`config.mk`:
```
export PLATFORM = sky130hd
export DESIGN_NAME = barrett_seq_ctrl_flat
export DESIGN_NICKNAME = d
export VERILOG_FILES = /design/src/rtl/barrett_seq_ctrl_if.sv /design/src/rtl/barrett_seq_ctrl.sv /design/src/flat_wrapper.sv
export SDC_FILE = /design/constraint.sdc
export NUM_CORES = 1
export LEC_CHECK = 0
export BUFFER_PORTS_ARGS = -buffer_cell sky130_fd_sc_hd__buf_2
export CAP_MARGIN = 20
export CORE_ASPECT_RATIO = 1.4
export CORE_UTILIZATION = 35
export DETAILED_ROUTE_END_ITERATION = 8
export PLACE_DENSITY = 0.68
export SYNTH_ARGS = -nofsm -noshare
export SYNTH_HDL_FRONTEND = slang
export SYNTH_SLANG_ARGS = --single-unit
export TNS_END_PERCENT = 10
```
`constraint.sdc`:
```
create_clock -name CLK -period 3.5 [get_ports CLK]
set_clock_uncertainty 0.05 [all_clocks]
set_input_delay 0 -clock CLK [delete_from_list [all_inputs] [get_ports CLK]]
set_output_delay 0 -clock CLK [all_outputs]
set_load 0.05 [all_outputs]
```
`src/rtl/barrett_seq_ctrl_if.sv`:
```
// Operand/result handshake and datapath drive bundle for barrett_seq_ctrl.
// The out_err line exists only when BARRETT_SEQ_ERR_EN is defined.
interface barrett_seq_ctrl_if #(
    parameter int n = 8,
    parameter int m = 4
);
    logic             in_valid;
    logic             in_ready;
    logic [n-1:0]     in_a;
    logic [n-1:0]     in_b;
    logic [n-1:0]     in_mod;
    logic [m+6:0]     in_mu;
    logic             out_valid;
    logic             out_ready;
    logic [n-1:0]     out_z;
`ifdef BARRETT_SEQ_ERR_EN
    logic             out_err;
`endif
    logic             dp_rst_n;
    logic [n-1:0]     dp_x;
    logic [m-1:0]     dp_y;
    logic [n-1:0]     dp_m;
    logic [m+6:0]     dp_mu;
    logic [2*n-1:0]   dp_z;

    // Controller side.
    modport slave (
        input  in_valid, in_a, in_b, in_mod, in_mu, out_ready, dp_z,
        output in_ready, out_valid, out_z, dp_rst_n, dp_x, dp_y, dp_m, dp_mu
`ifdef BARRETT_SEQ_ERR_EN
        , output out_err
`endif
    );

    // Producer/consumer and datapath side.
    modport master (
        output in_valid, in_a, in_b, in_mod, in_mu, out_ready, dp_z,
        input  in_ready, out_valid, out_z, dp_rst_n, dp_x, dp_y, dp_m, dp_mu
`ifdef BARRETT_SEQ_ERR_EN
        , input out_err
`endif
    );
endinterface

```
`src/rtl/barrett_seq_ctrl.sv`:
```
// Sequencer for the Barrett_2_reg radix-2^m modular multiplier: clear, feed B MSB-first,
// flush, capture, one conditional subtract. Optional BARRETT_SEQ_ERR_EN adds out_err.
module barrett_seq_ctrl #(
    parameter int n = 8,
    parameter int m = 4
) (
    input  logic              CLK,
    input  logic              RST,
    barrett_seq_ctrl_if.slave bus
);
    localparam int ND = n / m;
    localparam int KW = (ND > 1) ? $clog2(ND) : 1;

    localparam logic [2:0] S_IDLE  = 3'd0;
    localparam logic [2:0] S_CLR   = 3'd1;
    localparam logic [2:0] S_FEED  = 3'd2;
    localparam logic [2:0] S_FLUSH = 3'd3;
    localparam logic [2:0] S_CAPT  = 3'd4;
    localparam logic [2:0] S_CORR  = 3'd5;
    localparam logic [2:0] S_DONE  = 3'd6;

    logic [2:0]     state_reg, state_next;
    logic [KW-1:0]  k_reg, k_next;
    logic [KW-1:0]  k_dec;
    logic [n-1:0]   a_reg, a_next;
    logic [n-1:0]   b_reg, b_next;
    logic [n-1:0]   mod_reg, mod_next;
    logic [m+6:0]   mu_reg, mu_next;
    logic [2*n-1:0] zs_reg, zs_next;
    logic [n-1:0]   out_z_reg, out_z_next;
    logic           out_valid_reg, out_valid_next;
    logic           in_ready_reg, in_ready_next;
    logic           dp_rst_n_reg, dp_rst_n_next;
    logic [m-1:0]   dp_y_reg, dp_y_next;

    logic [m-1:0]   b_digit [ND];
    logic [2*n-1:0] mod_ext;
    logic           zs_ge_mod;
    logic [n-1:0]   res_lo;

`ifdef BARRETT_SEQ_ERR_EN
    logic           err_reg, err_next;
    logic [2*n-1:0] res_full;
    logic           res_ge_mod;
    logic           mod_low;
`endif

    // B split into m-bit digits; digit gi feeds the datapath when k == gi.
    generate
        for (genvar gi = 0; gi < ND; gi++) begin : g_digit
            assign b_digit[gi] = b_reg[gi*m +: m];
        end
    endgenerate

    assign k_dec     = k_reg - KW'(1);
    assign mod_ext   = {{n{1'b0}}, mod_reg};
    assign zs_ge_mod = (zs_reg >= mod_ext);
    assign res_lo    = zs_ge_mod ? (zs_reg[n-1:0] - mod_reg) : zs_reg[n-1:0];

`ifdef BARRETT_SEQ_ERR_EN
    // A second correction would still be needed if res is not below M.
    assign res_full   = zs_ge_mod ? (zs_reg - mod_ext) : zs_reg;
    assign res_ge_mod = (res_full >= mod_ext);
    assign mod_low    = ~mod_reg[n-1];
`endif

    always_comb begin
        state_next     = state_reg;
        k_next         = k_reg;
        a_next         = a_reg;
        b_next         = b_reg;
        mod_next       = mod_reg;
        mu_next        = mu_reg;
        zs_next        = zs_reg;
        out_z_next     = out_z_reg;
        out_valid_next = out_valid_reg;
        in_ready_next  = in_ready_reg;
        dp_rst_n_next  = dp_rst_n_reg;
        dp_y_next      = '0;
`ifdef BARRETT_SEQ_ERR_EN
        err_next       = err_reg;
`endif

        case (state_reg)
            S_IDLE: begin
                in_ready_next = 1'b1;
                dp_rst_n_next = 1'b1;
                if (bus.in_valid && in_ready_reg) begin
                    a_next        = bus.in_a;
                    b_next        = bus.in_b;
                    mod_next      = bus.in_mod;
                    mu_next       = bus.in_mu;
                    in_ready_next = 1'b0;
`ifdef BARRETT_SEQ_ERR_EN
                    // M=0 has no meaningful product; report it straight away.
                    if (bus.in_mod == '0) begin
                        zs_next    = '0;
                        state_next = S_CORR;
                    end else begin
                        dp_rst_n_next = 1'b0;
                        state_next    = S_CLR;
                    end
`else
                    dp_rst_n_next = 1'b0;
                    state_next    = S_CLR;
`endif
                end
            end

            S_CLR: begin
                dp_rst_n_next = 1'b1;
                k_next        = KW'(ND - 1);
                dp_y_next     = b_digit[ND-1];
                state_next    = S_FEED;
            end

            S_FEED: begin
                if (k_reg == '0) begin
                    state_next = S_FLUSH;
                end else begin
                    k_next    = k_dec;
                    dp_y_next = b_digit[k_dec];
                end
            end

            S_FLUSH: begin
                state_next = S_CAPT;
            end

            S_CAPT: begin
                // The flush digit leaves the product scaled by 2^m.
                zs_next    = bus.dp_z >> m;
                state_next = S_CORR;
            end

            S_CORR: begin
`ifdef BARRETT_SEQ_ERR_EN
                if (mod_reg == '0) begin
                    out_z_next = '0;
                    err_next   = 1'b1;
                end else begin
                    out_z_next = res_lo;
                    err_next   = mod_low | res_ge_mod;
                end
`else
                out_z_next = res_lo;
`endif
                out_valid_next = 1'b1;
                state_next     = S_DONE;
            end

            S_DONE: begin
                if (bus.out_ready) begin
                    out_valid_next = 1'b0;
                    in_ready_next  = 1'b1;
                    state_next     = S_IDLE;
                end
            end

            default: begin
                state_next = S_IDLE;
            end
        endcase
    end

    always_ff @(posedge CLK) begin
        if (!RST) begin
            state_reg     <= S_IDLE;
            k_reg         <= '0;
            a_reg         <= '0;
            b_reg         <= '0;
            mod_reg       <= '0;
            mu_reg        <= '0;
            zs_reg        <= '0;
            out_z_reg     <= '0;
            out_valid_reg <= 1'b0;
            in_ready_reg  <= 1'b0;
            dp_rst_n_reg  <= 1'b0;
            dp_y_reg      <= '0;
`ifdef BARRETT_SEQ_ERR_EN
            err_reg       <= 1'b0;
`endif
        end else begin
            state_reg     <= state_next;
            k_reg         <= k_next;
            a_reg         <= a_next;
            b_reg         <= b_next;
            mod_reg       <= mod_next;
            mu_reg        <= mu_next;
            zs_reg        <= zs_next;
            out_z_reg     <= out_z_next;
            out_valid_reg <= out_valid_next;
            in_ready_reg  <= in_ready_next;
            dp_rst_n_reg  <= dp_rst_n_next;
            dp_y_reg      <= dp_y_next;
`ifdef BARRETT_SEQ_ERR_EN
            err_reg       <= err_next;
`endif
        end
    end

    // Operand copies drive the datapath directly, so they stay stable while busy.
    assign bus.in_ready  = in_ready_reg;
    assign bus.out_valid = out_valid_reg;
    assign bus.out_z     = out_z_reg;
    assign bus.dp_rst_n  = dp_rst_n_reg;
    assign bus.dp_x      = a_reg;
    assign bus.dp_y      = dp_y_reg;
    assign bus.dp_m      = mod_reg;
    assign bus.dp_mu     = mu_reg;
`ifdef BARRETT_SEQ_ERR_EN
    assign bus.out_err   = err_reg;
`endif
endmodule

```
`src/flat_wrapper.sv`:
```
// flat-port wrapper written by rule: the top's interface ports become plain ports
module barrett_seq_ctrl_flat 
#(
    parameter int n = 8,
    parameter int m = 4
)
  (CLK, RST, bus_in_valid, bus_in_a, bus_in_b, bus_in_mod, bus_in_mu, bus_out_ready, bus_dp_z, bus_in_ready, bus_out_valid, bus_out_z, bus_dp_rst_n, bus_dp_x, bus_dp_y, bus_dp_m, bus_dp_mu);
  barrett_seq_ctrl_if #(.n(n), .m(m)) bus_i ();
  input  logic CLK;
  input  logic RST;
  input wire logic [$bits(bus_i.in_valid)-1:0] bus_in_valid;
  input wire logic [$bits(bus_i.in_a)-1:0] bus_in_a;
  input wire logic [$bits(bus_i.in_b)-1:0] bus_in_b;
  input wire logic [$bits(bus_i.in_mod)-1:0] bus_in_mod;
  input wire logic [$bits(bus_i.in_mu)-1:0] bus_in_mu;
  input wire logic [$bits(bus_i.out_ready)-1:0] bus_out_ready;
  input wire logic [$bits(bus_i.dp_z)-1:0] bus_dp_z;
  output wire logic [$bits(bus_i.in_ready)-1:0] bus_in_ready;
  output wire logic [$bits(bus_i.out_valid)-1:0] bus_out_valid;
  output wire logic [$bits(bus_i.out_z)-1:0] bus_out_z;
  output wire logic [$bits(bus_i.dp_rst_n)-1:0] bus_dp_rst_n;
  output wire logic [$bits(bus_i.dp_x)-1:0] bus_dp_x;
  output wire logic [$bits(bus_i.dp_y)-1:0] bus_dp_y;
  output wire logic [$bits(bus_i.dp_m)-1:0] bus_dp_m;
  output wire logic [$bits(bus_i.dp_mu)-1:0] bus_dp_mu;
  assign bus_i.in_valid = bus_in_valid;
  assign bus_i.in_a = bus_in_a;
  assign bus_i.in_b = bus_in_b;
  assign bus_i.in_mod = bus_in_mod;
  assign bus_i.in_mu = bus_in_mu;
  assign bus_i.out_ready = bus_out_ready;
  assign bus_i.dp_z = bus_dp_z;
  assign bus_in_ready = bus_i.in_ready;
  assign bus_out_valid = bus_i.out_valid;
  assign bus_out_z = bus_i.out_z;
  assign bus_dp_rst_n = bus_i.dp_rst_n;
  assign bus_dp_x = bus_i.dp_x;
  assign bus_dp_y = bus_i.dp_y;
  assign bus_dp_m = bus_i.dp_m;
  assign bus_dp_mu = bus_i.dp_mu;
  barrett_seq_ctrl #(.n(n), .m(m)) u_core (.CLK(CLK), .RST(RST), .bus(bus_i));
endmodule
```
Yosys cells after proc, flatten, opt, wreduce, memory -nomap -nowiden
Index checks and enable logic that the tools add are counted.
Widths: inputs -> output; s select.
Word-level totals
  bits of input ports: 55
  logic and storage cells: 54
  output and inout port bits: 42
  register bits: 66
Cells by class
  $add $sub $neg: 2
  equal/unequal tests: 9
  bitwise gates (word level): 1
  reduce and logical (&&, ||, !) cells: 10
  magnitude comparators: 2
  mux-type cells: 18
Operators with widths (number)
  $pmux 3 s7: 1
  $mux 4: 4
  $ge 12x8->1: 1
  $eq 3x3->1 const B: 3
  $mux 3: 3
  $mux 8: 1
  $pmux 1 s2: 4
  $pmux 4 s2: 1
  $reduce_bool 2->1: 4
  $sub 8x8->8: 1
  $eq 3x2->1 const B: 2
  $reduce_and 2->1: 3
  $mux 1: 4
  $ne 2x2->1 const B: 2
  $eq 3x1->1 const B: 1
  $logic_not 3->1: 1
  $reduce_and 3->1: 1
  $ge 2x2->1 const B: 1
  $ne 2x1->1 const B: 1
  $not 1->2: 1
  $logic_and 1x1->1: 1
  $sub 1x1->1 const B: 1

Depth between registers and ports, before layout
Gate-level depths: netlist of run 1.
  word-level depth: 7
  gate-level depth with buffers: 9
  mapped depth without buffers: 8

Worst setup path after synthesis of run 1
No wires, ideal clock.
  path kind: register to register
  start point: register u_core.mod_reg[0] (netlist: u_core.bus.dp_m[0])
  end point: register u_core.out_z_reg[6] (netlist: u_core.bus.out_z[6])
  setup time: 0.087 ns
  data required time: 3.363 ns
  period minus slack after synthesis: 2.309 ns
  buffers on the path: 1
  arrival: 2.172 ns
  cell stages (with the launch flop): 9
  path slack: 1.191 ns
  cells stage by stage: dfxtp_1 -> ha_1 -> fa_1 -> nand2b_1 -> a21oi_2 -> o2111ai_1 -> and2_2 -> buf_6 -> o31ai_1
On the way
  cells in the longest elaborated chain, start to end: 2
  elaborated cells on any way between the ends: 3
  those cells by class: add/sub: 1; order compare: 1; mux: 1
Ends and longest elaborated chain
  from (decl): line barrett_seq_ctrl.sv:27  | logic [n-1:0] mod_reg, mod_next;
  from (signal assigned): line barrett_seq_ctrl.sv:188  | mod_reg <= mod_next;
  $ge 12x8->1 or $sub 8x8->8 (tied branches): line barrett_seq_ctrl.sv:57, barrett_seq_ctrl.sv:58
  $mux 8 *: line barrett_seq_ctrl.sv:58  | assign res_lo = zs_ge_mod ? (zs_reg[n-1:0] - mod_reg) : zs_reg[n-1:0];
  to (signal assigned): line barrett_seq_ctrl.sv:191  | out_z_reg <= out_z_next;
  to (decl): line barrett_seq_ctrl.sv:30  | logic [n-1:0] out_z_reg, out_z_next;
Mark *: on every way between the ends. The rest lies on a longest branch, timed or not.
A chain may end at the register's enable or synchronous reset.

Final worst setup path of run 1
  start point: register u_core.mod_reg[5] (netlist: u_core.bus.dp_m[5])
  end point: register u_core.out_z_reg[0] (netlist: u_core.bus.out_z[0])
On the way
  cells in the longest elaborated chain, start to end: 2
Ends and longest elaborated chain
  $ge 12x8->1: line barrett_seq_ctrl.sv:57  | assign zs_ge_mod = (zs_reg >= mod_ext);
  $mux 8: line barrett_seq_ctrl.sv:58
Every way passes these cells.

==> impl_results.md, run 1 <==
- Cts hold-fix bufs: 48
- Area of the multi-input gates: about 0.0016 mm2
- Inserted Clock Buffers: 9
- Pin count of the biggest net entering global routing: between 70 and 80
- Net Count, Synth: about 420
- Reg2Reg Launch Point: u_core.bus.dp_m[5]
- Mean Syn Cell Area: between 8 and 9 um2
- WL final: roughly 7700 um
- Final worst-path cycle share: between 70% and 80%
- Share of cells above drive strength 1: 26.2%
- Buffers & Inverters on Critical Path: 1
- Worst endpoint required time: ~3700 ps
- CTS Buffer Depth: 2
- First-pass GRT wire length: between 10000 and 15000 um
- DRC viols: 0
- Post-synth EDFFs: 0
- Startpoint Class: flop
- Final setup vio count: 0
- Max-cap violation count: 0
- CP max stage delay: approximately 670 ps
- Final RePlAce weighted congestion: around 0.79
- Fin crit period: around 2600 ps
- # diodes: 0
- Pint: roughly 1.5 mW
- Via Count: slightly below 3000
- Clk pwr share: between 40 and 50%
- Status: finished clean
- Post-DRT Antenna Nets: 0
- GR Util All Layers: 17.7%
- Post-cts sizing count: 0
- Clock Sinks: 66
- Cell at the slowest stage of the critical path: a211oi_2
- VDD IR max: approximately 380 uV
- Largest fanout on the critical path: 11
- Fin Setup TNS: 0 ps
- Core area: 0.00856 mm2
- Yosys cell types: 49
- Area occupied by registers: between 0.001 and 0.0015 mm2
- Max Fclk: ~380 MHz
- Die Height: 113 um
- NetSw: 0.614 mW
- Vias per cell: about 4.8
- Design Area, Final: between 0.004 and 0.005 mm2
- Post-synthesis sequential area ratio: a little over two fifths
- Arr. time, crit path: between 2000 and 3000 ps
- Synth Register Bits: between 60 and 70
- Worst Max-Slew Pin Slew: 1000 ps
- Die width: 81.4 um
- Vias in the first global route: ~2800
- Min Hold Slack: around 98 ps
- Cell Rows: 40
- Wire per inst: between 10 and 15 um
- Pwr Density: around 490 mW/mm2
- Crit path cell chain: inv_1, ha_1, a21o_1, a21o_2, a211oi_2, and2_2, o211ai_2
- Netlist Area Pre-Place: just over 0.003 mm2
- Finished Core Util: 51.2%
- Worst Hold Class: input pin to flop
- Headroom to the max-slew limit: 33.0%
- Worst Hold Launch: bus_in_valid
- Power Total: around 2.2 mW
- Leakage power total: 1.87 nW
- Port Buffers: 92
- Setup crit end kind: flop
- Pins Over Slew Limit: 0
- Num ports: 97
- # nets final: 551
- Asr flop ratio synth: 0%
- Clock Latency Late Sink: ~330 ps
- Antenna violations before repair: 0
- Final Hold Vio Count: 0
- CTS tree: built
- Reg2reg path depth: 7
- RSZ-0062 raised after global routing: false
- TritonRoute pass-1 iters: 4
- Die area: between 0.009 and 0.01 mm2
- CP Depth: 7
- Starting Density: a little over a third
- Overflow after GRT: 0
- Min-Delay Path Depth: 4
- Root Buffer: clkbuf_16
- Worst-path clk slew: 50 ps
- Post-Synthesis Cells: 355
- Max reg flops: 12
- Synth warnings: 0
- HPWL after DPL: 4990 um
- # Post-CTS Setup Buffers: 0
- Fillers: 777
- Top delay family on crit path: compound AO/OA/AOI/OAI gates
- Gate power share: 19.8%
- Placed instance area: 0.00359 mm2
- Part of the power in registers: between 30% and 40%
- Crit path from: u_core.bus.dp_m[5]
- P&R area growth vs syn: 41.7%
- CP Class: flop to flop
- Sw frac: between 20% and 30%
- Main synth FF type: dfxtp_1
- Iteration-0 DRC Markers: ~140
- CTS H-tree lvls: 3
## tightest hold or removal path, cell delays in order
cell	delay [ps]
buf_2	80
nand2_1	100
nand2_1	80
and4b_1	180
## per-stage QoR
step           instances  setup WS [ps]
2_1_floorplan        355           1190
3_3_place_gp         533            937
3_5_place_dp         533            885
4_1_cts              597            872
5_1_grt              597            729
6_report             597            884
## cells by family after synthesis
logic type	count (synthesis)	share of synthesized area [%]
buffers and inverters	35	5.34
AND/OR/NAND/NOR	143	22.3
multiplexers	11	3.56
XOR/XNOR	3	0.850
flip-flops	66	42.8
AO/OA/AOI/OAI	88	21.3
adder cells (fa/ha/maj)	9	3.89
## final timing paths
check	end	slack, ps
setup / recovery	u_core.bus.out_z[0]	880
hold reg to reg	u_core.b_reg[4]	400
hold / removal	u_core.state_reg[0]	100
setup reg to reg	u_core.bus.out_z[0]	880
## metal layers
metal / up-vias / routed length [um] / GRT usage [%]
li1: 1474 / - / -
met1: 1316 / 3220 / 21.1
met2: 82 / 3890 / 29.6
met3: 15 / 402 / 4.11
met4: 0 / 178 / 7.86
met5: - / 0 / 0
## power by group through the flow
stage                     clock network, mW  logic (mW)  registers [mW]
after CTS                             0.926       0.425           0.819
final                                 0.907       0.426           0.819
after global routing                  0.967       0.462           0.824
after floorplan                           0       0.210           0.918
after global placement                    0       0.379           0.833
after detailed placement                  0       0.383           0.835
## Yosys cell counts (8+ instances only)
cell type	number	area (um2)
o21ai_0	12	60.1
ha_1	8	100
buf_2	12	60.1
clkbuf_1	8	30.0
dfxtp_1	66	1320
a21boi_0	29	218
nand2_1	79	297
nor2_1	16	60.1
inv_1	11	41.3
a21oi_1	9	45.0
nor2b_1	20	125
a21boi_1	9	67.6
mux2i_1	11	110
## cell usage in the layout, fill, tap and decap left out, drive strengths merged, types with 2 or more instances in the layout
| master | synthesis | routed |
|---|---|---|
| buf | 15 | 96 |
| nand2 | 79 | 79 |
| dfxtp | 66 | 66 |
| dlygate4sd3 | 0 | 48 |
| a21boi | 38 | 38 |
| nor2b | 20 | 20 |
| nor2 | 17 | 17 |
| o21ai | 12 | 12 |
| inv | 12 | 12 |
| a21oi | 12 | 12 |
| mux2i | 11 | 11 |
| clkbuf | 8 | 11 |
| ha | 8 | 8 |
| a211oi | 7 | 7 |
| nand3 | 6 | 6 |
| and3 | 5 | 5 |
| a22oi | 4 | 4 |
| nand2b | 3 | 3 |
| a31oi | 3 | 3 |
| nand3b | 3 | 3 |
| xor2 | 3 | 3 |
| clkinv | 0 | 3 |
| o211ai | 2 | 2 |
| a21o | 2 | 2 |
| and2 | 2 | 2 |
| a221oi | 2 | 2 |
## layout make-up
type	count	area share, %
clock buffer	11	5.77
clock inverter	5	1.20
inverter	12	1.03
multi-input combinational	254	36.6
sequential	66	30.2
tap	105	3.00
timing repair buffer	144	22.2
(Power assumes the default switching activity.)
==> run 2: changes to the inputs <==
PLACE_DENSITY = 0.71   (was 0.68)
clock period = 2.28 ns   (was 3.5 ns; I/O delays follow)
==> run 2 against run 1 <==
  * Routed wire length grew 6.0%
  * Global-route usage up 1.3 points
  * Register-to-register slack got worse by 740 ps
  * Maximum frequency grew 22%
  * Die area is the same
  * Flip-flop and latch count stayed put
  * Hold slack got worse by 16 ps
  * First-iteration DRC count is 4.4% higher
  * Cell count is 0.84% higher
  * Non-clock buffer count rose by 5
  * Clock power grew 63%
==> impl_results.md, run 2 (synthesis gave the netlist of run 1 again) <==
- Status: finished clean (unchanged)
- CTS H-tree lvls: 3 (unchanged)
- Share of cells above drive strength 1: 28.4% (was 26.2%)
- Pwr Density: 767 mW/mm2 (was 492 mW/mm2)
- VDD IR max: 577 uV (was 380 uV)
- Inserted Clock Buffers: 9 (unchanged)
- First-pass GRT wire length: 13500 um (was 12600 um)
- Worst-path clk slew: 50 ps (about the same)
- DRC viols: 0 (unchanged)
- CP Class: flop to flop (unchanged)
- Max reg flops: 12 (unchanged)
- Leakage power total: 1.91 nW (was 1.87 nW)
- RSZ-0062 raised after global routing: false (unchanged)
- Placed instance area: 0.00363 mm2 (was 0.00359 mm2)
- Power Total: 3.45 mW (was 2.15 mW)
- Port Buffers: 92 (unchanged)
- CTS Buffer Depth: 2 (unchanged)
- GR Util All Layers: 19.1% (was 17.7%)
- Final RePlAce weighted congestion: 0.884 (was 0.788)
- Flop2flop setup slack: 140 ps (was 880 ps)
- # Post-CTS Setup Buffers: 0 (unchanged)
- HPWL after DPL: 5200 um (was 4990 um)
- Headroom to the max-slew limit: 63.0% (was 33.0%)
- P&R area growth vs syn: 45.6% (was 41.7%)
- TritonRoute pass-1 iters: 4 (unchanged)
- Max Fclk: 467 MHz (was 382 MHz)
- CTS tree: built (unchanged)
- Dpl cells: 538 (was 533)
- Arr. time, crit path: 2300 ps (was 2770 ps)
- Wire per inst: 13.5 um (was 12.9 um)
- Pin count of the biggest net entering global routing: 37 (was 72)
- Setup crit end kind: flop (unchanged)
- Fin Setup TNS: 0 ps (unchanged)
- Die area: 0.00921 mm2 (unchanged)
- Non-filler instance count after layout: 602 (was 597)
- Die Height: 113 um (unchanged)
- Die width: 81.4 um (unchanged)
- # nets final: 556 (was 551)
- Core area: 0.00856 mm2 (unchanged)
- Final worst-path cycle share: 93.9% (was 74.7%)
- Largest fanout on the critical path: 5 (was 11)
- Via Count: 2927 (was 2887)
- Antenna violations before repair: 0 (unchanged)
- Max-cap violation count: 0 (unchanged)
- Clock Sinks: 66 (unchanged)
- Starting Density: 36.1% (unchanged)
- Commonest non-fill, non-tap cell in the layout: buf_2 (unchanged)
- Post-DRT Antenna Nets: 0 (unchanged)
- Vias in the first global route: 2960 (was 2753)
- Worst endpoint required time: 2440 ps (was 3650 ps)
- Min Hold Slack: 82.9 ps (was 98.4 ps)
- Clock Latency Late Sink: 330 ps (about the same)
- Iteration-0 DRC Markers: 142 (was 136)
- Root Buffer: clkbuf_16 (unchanged)
- Vias per cell: 4.86 (was 4.84)
- Pins Over Slew Limit: 0 (unchanged)
- # diodes: 0 (unchanged)
- WL final: 8160 um (was 7690 um)
- Num ports: 97 (unchanged)
- Worst Hold Class: input pin to flop (unchanged)
- Design Area, Final: 0.00450 mm2 (was 0.00438 mm2)
- Final Hold Vio Count: 0 (unchanged)
- Cell Rows: 40 (unchanged)
- Worst Max-Slew Pin Slew: 555 ps (was 1000 ps)
- Overflow after GRT: 0 (unchanged)
- Fin crit period: 2140 ps (was 2620 ps)
- Final setup vio count: 0 (unchanged)
- Startpoint Class: flop (unchanged)
- Most frequent cells in the layout: buf_2 (92), nand2_1 (79), dfxtp_1 (64), dlygate4sd3_1 (48), a21boi_0 (29) (was buf_2 (92), nand2_1 (79), dfxtp_1 (66), dlygate4sd3_1 (48), a21boi_0 (29))
-- run 2: worst max-delay path: stages, from the launching register on --
cell	delay, ps
dfxtp_1	330
inv_1	50
ha_1	200
fa_2	350
nand2b_4	180
a21oi_4	190
o2111ai_4	160
buf_6	170
a221oi_4	300
a211oi_2	50
-- run 2: worst paths after layout --
path                             from             endpoint  cells past startpoint
setup reg to reg     u_core.zs_reg[0]  u_core.bus.out_z[2]                      9
hold reg to reg   u_core.bus.dp_mu[8]  u_core.bus.dp_mu[8]                      2
hold / removal           bus_in_valid  u_core.state_reg[0]                      4
setup / recovery     u_core.zs_reg[0]  u_core.bus.out_z[2]                      9
-- run 2: metal layers --
layer	up-vias	part of all wire (%)	track usage (%)	wire length, um
li1	1482	-	-	-
met1	1361	40	21.1	3270
met2	74	53	33.3	4340
met3	10	5.2	4.84	422
met4	0	1.6	8.69	127
met5	-	0	0	0
-- run 2: final cells by class --
cell class / count / area (um2)
Tap cell: 105 / 131
Clock inverter: 5 / 77.6
Sequential cell: 66 / 1320
Fill cell: 753 / 4060
Multi-Input combinational cell: 254 / 1670
Inverter: 12 / 45.0
Clock buffer: 11 / 243
Timing Repair Buffer: 149 / 1010
-- run 2: what timing repair did --
item                                    in CTS  in global routing
hold buffers                                48                  0
resized for setup                            0                 11
endpoints found under the setup margin       0                  5
hold endpoints to repair                    49                  0
-- run 2: stage by stage --
stage	util, %	setup slack, ps
floorplan	-	63.5
global placement	42.4	163
detailed placement	42.4	67.6
CTS	51.8	45.9
global route	52.6	10.8
finish	52.6	139
-- run 2: report_power, final --
group          internal (mW)  total, mW  switching (mW)
combinational          0.284      0.714           0.430
sequential              1.21       1.26          0.0455
clock                  0.982       1.48           0.496
total                   2.48       3.45           0.971
==> run 3: changes to the inputs <==
CORE_ASPECT_RATIO = 0.9   (was 1.4)
CTS_CLUSTER_SIZE = 8   (was unset)
==> run 3 against run 2 <==
  * Die area about the same
  * Critical path depth unchanged
  * Routed wire length down 4.6%
  * Core utilization down 1.1 points
  * Setup slack worse by 35 ps
  * Sequential share of layout area up 0.57 points
  * Clock power down 21%
  * Hold slack worse by 7.7 ps
  * Non-clock buffer count up 2
  * Cell count up 2.7%
  * Largest power group is now registers
  * Highest routed layer unchanged
==> impl_results.md, run 3 (synthesis gave the netlist of run 1 again) <==
- Wire per inst: 12.6 um (was 13.5 um)
- HPWL after DPL: 5070 um (was 5200 um)
- Buffers & Inverters on Critical Path: 2 (unchanged)
- Worst Hold Class: input pin to flop (unchanged)
- Starting Density: 36.1% (about the same)
- Clock Latency Late Sink: 340 ps (was 330 ps)
- Final RePlAce weighted congestion: 0.848 (was 0.884)
- CP Class: flop to flop (unchanged)
- Vias in the first global route: 2874 (was 2960)
- RSZ-0062 raised after global routing: false (unchanged)
- Pins Over Slew Limit: 0 (unchanged)
- Port Buffers: 92 (unchanged)
- VDD IR max: 354 uV (was 577 uV)
- Cell Rows: 32 (was 40)
- Largest fanout on the critical path: 5 (unchanged)
- # Post-CTS Setup Buffers: 0 (unchanged)
- DRC viols: 0 (unchanged)
- Pin count of the biggest net entering global routing: 55 (was 37)
- Most frequent cells in the layout: buf_2 (92), nand2_1 (79), dfxtp_1 (64), dlygate4sd3_1 (48), a21boi_0 (29) (unchanged)
- Num ports: 97 (unchanged)
- Startpoint Class: flop (unchanged)
- Antenna violations before repair: 0 (unchanged)
- Pwr Density: 707 mW/mm2 (was 767 mW/mm2)
- Final Hold Vio Count: 0 (unchanged)
- Placed instance area: 0.00368 mm2 (was 0.00363 mm2)
- Commonest non-fill, non-tap cell in the layout: buf_2 (unchanged)
- Headroom to the max-slew limit: 46.0% (was 63.0%)
- Design Area, Final: 0.00442 mm2 (was 0.00450 mm2)
- CTS H-tree lvls: 3 (unchanged)
- Reg2Reg Launch Point: u_core.zs_reg[0] (unchanged)
- Overflow after GRT: 0 (unchanged)
- Cell at the slowest stage of the critical path: fa_1 (was fa_2)
- # diodes: 0 (unchanged)
- Fin Setup TNS: 0 ps (unchanged)
- Worst endpoint required time: 2450 ps (was 2440 ps)
- TritonRoute pass-1 iters: 6 (was 4)
- Max reg flops: 12 (unchanged)
- Root Buffer: clkbuf_8 (was clkbuf_16)
- Die area: 0.00921 mm2 (about the same)
- Worst Max-Slew Pin Slew: 810 ps (was 555 ps)
- Via Count: 2869 (was 2927)
- P&R area growth vs syn: 42.9% (was 45.6%)
- First-pass GRT wire length: 13100 um (was 13500 um)
- CTS tree: built (unchanged)
- Die Height: 91.1 um (was 113 um)
- Post-DRT Antenna Nets: 0 (unchanged)
- Max-cap violation count: 0 (unchanged)
- Core area: 0.00857 mm2 (was 0.00856 mm2)
- Setup crit end kind: flop (unchanged)
- CP max stage delay: 400 ps (was 350 ps)
- Crit path cell chain: inv_1, ha_1, fa_1, nand2b_4, a21oi_2, o2111ai_2, buf_4, a221oi_2, a211oi_2 (was inv_1, ha_1, fa_2, nand2b_4, a21oi_4, o2111ai_4, buf_6, a221oi_4, a211oi_2)
- Share of cells above drive strength 1: 28.1% (was 28.4%)
- Non-filler instance count after layout: 618 (was 602)
- CTS Buffer Depth: 2 (unchanged)
- Fin crit period: 2180 ps (was 2140 ps)
- GR Util All Layers: 18.2% (was 19.1%)
- Worst-path clk slew: 70 ps (was 50 ps)
- Final setup vio count: 0 (unchanged)
- Worst Hold Launch: bus_in_valid (unchanged)
- Status: finished clean (unchanged)
- Clock Sinks: 66 (unchanged)
- Leakage power total: 1.87 nW (was 1.91 nW)
- Iteration-0 DRC Markers: 72 (was 142)
- Vias per cell: 4.64 (was 4.86)
- # nets final: 558 (was 556)
- Dpl cells: 554 (was 538)
- Inserted Clock Buffers: 9 (unchanged)
- WL final: 7780 um (was 8160 um)
- Final worst-path cycle share: 95.4% (was 93.9%)
- Crit path from: u_core.zs_reg[0] (unchanged)
- Top delay family on crit path: compound AO/OA/AOI/OAI gates (unchanged)
- Max Fclk: 460 MHz (was 467 MHz)
- Arr. time, crit path: 2350 ps (was 2300 ps)
- Die width: 101 um (was 81.4 um)
-- run 3: layout make-up --
| class | instances | area, um2 |
|---|---|---|
| Fill cell | 809 | 4150 |
| Multi-Input combinational cell | 254 | 1630 |
| Sequential cell | 66 | 1320 |
| Timing Repair Buffer | 151 | 1040 |
| Tap cell | 119 | 149 |
| Clock buffer | 11 | 131 |
| Clock inverter | 5 | 103 |
| Inverter | 12 | 45.0 |
-- run 3: worst paths after layout --
check	endpoint	slack, ps	cells past startpoint
max	u_core.bus.out_z[2]	100	9
min	u_core.state_reg[0]	80	4
max reg2reg	u_core.bus.out_z[2]	100	9
min reg2reg	u_core.bus.dp_x[3]	400	2
-- run 3: timing repair --
| action | CTS | global route |
|---|---|---|
| endpoints found under the setup margin | 0 | 6 |
| hold buffers | 48 | 0 |
| gates resized for setup | 0 | 4 |
| hold endpoints to repair | 50 | 0 |
-- run 3: worst reg2reg max path: cells and delay by family (launching register included) --
kind / cells / cell delay [ps]
fa+ha+maj: 2 / 590
flops: 1 / 330
buf+inv: 2 / 240
simple gates: 1 / 170
compound gates: 4 / 670
-- run 3: per-stage QoR --
step / hold slack [ps] / utilization [%] / setup slack, ps / power [mW]
floorplan: 77.3 / - / 63.5 / 1.73
global placement: 189 / 42.9 / 140 / 1.88
detailed placement: 200 / 42.9 / 81.1 / 1.89
CTS: 56.0 / 51.3 / 69.0 / 3.15
global route: 113 / 51.5 / 3.89 / 3.28
finish: 75.1 / 51.5 / 104 / 3.12
-- run 3: per-layer routing --
metal	vias up	part of all wire (%)	track usage, %
met2	72	48	30.7
li1	1482	-	-
met5	-	0	0
met1	1305	45	21.6
met4	0	1.2	4.83
met3	10	5.2	6.47
-- run 3: report_power, final --
part	internal (mW)	switching, mW	leakage [nW]
Clock	0.726	0.447	0.114
Combinational	0.279	0.413	1.22
Sequential	1.21	0.0440	0.536
Total	2.22	0.904	1.87
